### src/rtl/regfile_write_arbiter.sv
// Two-requester arbiter for the register file write port, with a starvation guard for B.
// Optional define REGARB_R0_DROP_EN suppresses the write pulse for transfers to register 0.
module regfile_write_arbiter #(
  parameter int unsigned DATA_WIDTH   = 16,
  parameter int unsigned REG_ID_WIDTH = 4,
  parameter int unsigned STARVE_LIMIT = 3
) (
  input  logic                    clk,
  input  logic                    rst_n,
  input  logic                    ReqA_Valid,
  output logic                    ReqA_Ready,
  input  logic [REG_ID_WIDTH-1:0] ReqA_RegId,
  input  logic [DATA_WIDTH-1:0]   ReqA_Data,
  input  logic                    ReqB_Valid,
  output logic                    ReqB_Ready,
  input  logic [REG_ID_WIDTH-1:0] ReqB_RegId,
  input  logic [DATA_WIDTH-1:0]   ReqB_Data,
  output logic                    WriteReg,
  output logic [REG_ID_WIDTH-1:0] RegId,
  output logic [DATA_WIDTH-1:0]   WriteData,
  output logic                    GrantB,
  output logic [3:0]              StarveCnt
);

  localparam logic [3:0] Limit = 4'(STARVE_LIMIT);

  logic                    grant_a, grant_b, xfer, issue;
  logic [REG_ID_WIDTH-1:0] win_id;
  logic [DATA_WIDTH-1:0]   win_data;

  logic [3:0]              starve_q, starve_d;
  logic                    write_q, write_d;
  logic [REG_ID_WIDTH-1:0] id_q, id_d;
  logic [DATA_WIDTH-1:0]   data_q, data_d;
  logic                    gb_q, gb_d;

  always_comb begin
    grant_b  = ReqB_Valid && (!ReqA_Valid || (starve_q >= Limit));
    grant_a  = ReqA_Valid && !grant_b;
    xfer     = grant_a || grant_b;
    win_id   = grant_b ? ReqB_RegId : ReqA_RegId;
    win_data = grant_b ? ReqB_Data  : ReqA_Data;
`ifdef REGARB_R0_DROP_EN
    // R0 is hardwired zero: the handshake completes but no write is issued.
    issue    = xfer && (win_id != '0);
`else
    issue    = xfer;
`endif
  end

  // Ready is forced low while reset is held so no handshake can complete.
  assign ReqA_Ready = rst_n && grant_a;
  assign ReqB_Ready = rst_n && grant_b;

  always_comb begin
    starve_d = '0;
    if (ReqB_Valid && !grant_b) begin
      starve_d = (starve_q >= Limit) ? Limit : starve_q + 4'd1;
    end
    write_d = issue;
    id_d    = issue ? win_id   : id_q;
    data_d  = issue ? win_data : data_q;
    gb_d    = issue ? grant_b  : gb_q;
  end

  always_ff @(posedge clk or negedge rst_n) begin
    if (!rst_n) begin
      starve_q <= '0;
      write_q  <= 1'b0;
      id_q     <= '0;
      data_q   <= '0;
      gb_q     <= 1'b0;
    end else begin
      starve_q <= starve_d;
      write_q  <= write_d;
      id_q     <= id_d;
      data_q   <= data_d;
      gb_q     <= gb_d;
    end
  end

  assign WriteReg  = write_q;
  assign RegId     = id_q;
  assign WriteData = data_q;
  assign GrantB    = gb_q;
  assign StarveCnt = starve_q;

endmodule
### config.mk
export PLATFORM = sky130hd
export DESIGN_NAME = regfile_write_arbiter
export DESIGN_NICKNAME = d
export VERILOG_FILES = /design/src/rtl/regfile_write_arbiter.sv
export SDC_FILE = /design/constraint.sdc
export NUM_CORES = 1
export LEC_CHECK = 0
export CAP_MARGIN = 30
export CORE_ASPECT_RATIO = 0.8
export CORE_MARGIN = 1.5
export CORE_UTILIZATION = 41
export CTS_CLUSTER_DIAMETER = 80
export CTS_CLUSTER_SIZE = 10
export DETAILED_ROUTE_END_ITERATION = 10
export GPL_ROUTABILITY_DRIVEN = 0
export HOLD_SLACK_MARGIN = 0.03
export PLACE_DENSITY = 0.84
export SETUP_SLACK_MARGIN = 0.05
export SYNTH_ARGS = -nofsm -noshare
export SYNTH_HDL_FRONTEND = slang
export SYNTH_SLANG_ARGS = --single-unit
### constraint.sdc
create_clock -name clk -period 3.6 [get_ports clk]
set_clock_uncertainty 0.15 [all_clocks]
set_input_delay 0.72 -clock clk [delete_from_list [all_inputs] [get_ports clk]]
set_output_delay 0.72 -clock clk [all_outputs]
set_load 0.03 [all_outputs]
==> results of run 1 <==
report_power, final:
group / internal [W] / switching (W)
Clock: 0.0000974 / 0.0000832
Sequential: 0.000320 / 0.0000155
Combinational: 0.000151 / 0.000115
stage by stage:
| step | utilization (%) | std cells |
|---|---|---|
| after floorplan | - | 86 |
| after global placement | 66.1 | 194 |
| after detailed placement | 66.1 | 194 |
| after CTS | 67.8 | 198 |
| after global routing | 67.8 | 198 |
| final | 67.8 | 198 |
worst max-delay path, delay by kind of cell:
kind	cells	cell delay, ns
buffers and inverters	3	1.00
and+or+nand+nor	3	0.63
cells in the mapped netlist:
master	number
buf_12	1
mux2_2	23
buf_6	2
or2_2	1
nand2b_1	1
o21ai_0	1
clkbuf_1	2
conb_1	1
dfrtp_1	26
and3_1	2
nor4b_4	1
ha_1	1
buf_8	1
nand2_1	1
inv_1	2
nor2_1	2
mux2_4	17
worst min path at each step:
| stage | from | to | slack, ns | cells after the start |
|---|---|---|---|---|
| 6_report | StarveCnt[0] | StarveCnt[0] | 0.31 | 1 |
| 5_1_grt | StarveCnt[0] | StarveCnt[0] | 0.34 | 1 |
| 4_1_cts | StarveCnt[0] | StarveCnt[0] | 0.32 | 1 |
| 3_5_place_dp | StarveCnt[0] | StarveCnt[0] | 0.31 | 1 |
| 3_3_place_gp | StarveCnt[0] | StarveCnt[0] | 0.29 | 1 |
| 2_1_floorplan | rst_n | GrantB | 0.27 | 0 |
sequential cells by signal (all words and copies together) (netlist names):
name and count:
GrantB 1, RegId 4, WriteReg 1, StarveCnt 4, WriteData 16
kinds of logic after synthesis:
| group | count (synthesis) |
|---|---|
| fa+ha+maj | 1 |
| mux | 40 |
| buf+inv | 8 |
| flops | 26 |
| compound gates | 1 |
| simple gates | 8 |
| other cells | 1 |
area by class of cell:
cell class	count	area share, %
Multi-Input combinational cell	52	28.6
Clock buffer	4	2.63
Inverter	2	0.359
Timing Repair Buffer	74	34.9
Sequential cell	26	31.1
Tap cell	40	2.39
metal layers:
layer  up-vias  track usage (%)
met5         -                0
met4         0             6.46
met3         6             2.09
met2        35             30.7
met1       436             22.0
li1        438                -
==> flow_summary.ini, run 1 <==
[status]
status = complete, no violations

[worst_setup_path]
crit_slowest_cell = clkdlybuf4s50_1
critPathMostFrequentCell = buf_4
setup.worst_path.end = ReqA_Ready
critPathKind = input port to output port
cp.required_ns = 2.73
cp-start-kind = input port
cp-startpoint = ReqA_Valid
r2r_cells = 5
worstPathArrival_ns = 2.35
timing.rr.start = StarveCnt[0]
worst-path-max-fanout = 22
rrSetupSlack_ns = 1.45
endpoint_kind = output port
crit_chain = clkdlybuf4s50_1 -> nor4b_4 -> nand2b_1 -> buf_4 -> and3_1 -> buf_4
rr_endpoint = RegId[3]
max_stage_delay_ns = 0.49

[yosys]
synth_largest_area_cell = dfrtp_1
syn_area_sq_um = 1320
ys_warn_count = 0
synthCells = 85
ys_seq_elements = 26
ys_seq_area_share_pct = 49.3
synth_xor_xnor_area_share_pct = 0
syn_area_per_cell_sq_um = 15.5
synth_top_cell_area_share_pct = 49.3
yosys.area_share.simple_pct = 4.55
synth-compound-area-share_pct = 0.380
synth_top_family_by_area = multiplexers
synthTopCellsByArea = dfrtp_1 49%, mux2_2 20%, mux2_4 19%
synth_adder_area_share_pct = 0.949
yosys-mux-area-fraction_pct = 39.0
ys_types = 17

[clock_network]
cts-root-buf = clkbuf_8
hold_buffers = 0
post-cts-setup-buffers = 0
cts_sinks = 26
tritoncts = yes
cts.repair.resized = 0
numCtsBuffers = 3
clk_pin_slew_ns = 0.08
h-tree-depth = 1
clk_latency_ns = 0.26
cts_buffer_depth = 2

[power]
p_leak_nw = 0.922
power_density_nw_per_um2 = 374
power.total_w = 0.000783
ir_drop_mv = 0.177

[placed_design]
pre_cts_ws_ns = 0.380
placed_area_sq_um = 2040
io_buffers = 71
hpwl_um = 2320

[detailed_routing]
wl_met2_um = 1520
dr_wl_met3_um = 135
antenna_left = 0
vias = 915
drc_errors = 0
drt_iter0_drc = 20
route.top_layer_used = met4
firstDrtPassIters = 2
wl_um = 3000
wire_per_inst_um = 15.1
m1WireLength_um = 1280
via_per_inst = 4.62

[timing]
finalMaxSlewViolations = 0
tns_ns = 0
final.min_clock_period_ns = 3.22
rsz0062_at_grt = no
holdWs_ns = 0.313
fmax_mhz = 310
hold_viol_final = 0
period_share_pct = 89.5
setup_viol = 0
layout_setup_ws_ns = 0.379

[floorplan]
die_h_um = 53.7
die_x_um = 66.4
coreArea_sq_um = 3090
num_rows = 18
pin_count = 72
initial_core_util_pct = 42.7
dieArea_sq_um = 3570

[global_routing]
track_usage_pct = 17.3
grt_start_max_net_pins = 28
antenna_found_initial = 0
grt_overflow = 0
grt_first_pass_wirelength_um = 4530
grt_pass1_vias = 983

[final_layout]
final_nets = 204
final_common_cell = clkdlybuf4s50_1
antenna_cells = 0
multi_input_area_sq_um = 599
drive_above_1_share_pct = 31.6
seq_area_sq_um = 651
fin_area_sq_um = 2090
nFillCells = 213
final_cell_mix = 70 x clkdlybuf4s50_1, 26 x dfrtp_1, 23 x mux2_2
area_growth_pct = 58.7

[job]
max-cap-violations = 0

[min_path]
min_path_type = flip-flop to flip-flop
(Power assumes the default switching activity.)
==> inputs of run 2 (changes only) <==
--- a/config.mk
+++ b/config.mk
@@ -9,7 +9,7 @@
 export CORE_ASPECT_RATIO = 0.8
 export CORE_MARGIN = 1.5
 export CORE_UTILIZATION = 41
-export CTS_CLUSTER_DIAMETER = 80
+export CTS_CLUSTER_DIAMETER = 30
 export CTS_CLUSTER_SIZE = 10
 export DETAILED_ROUTE_END_ITERATION = 10
 export GPL_ROUTABILITY_DRIVEN = 0
==> results of run 2 <==
No change in the layout: final DEF, timing and power equal those of run 1.
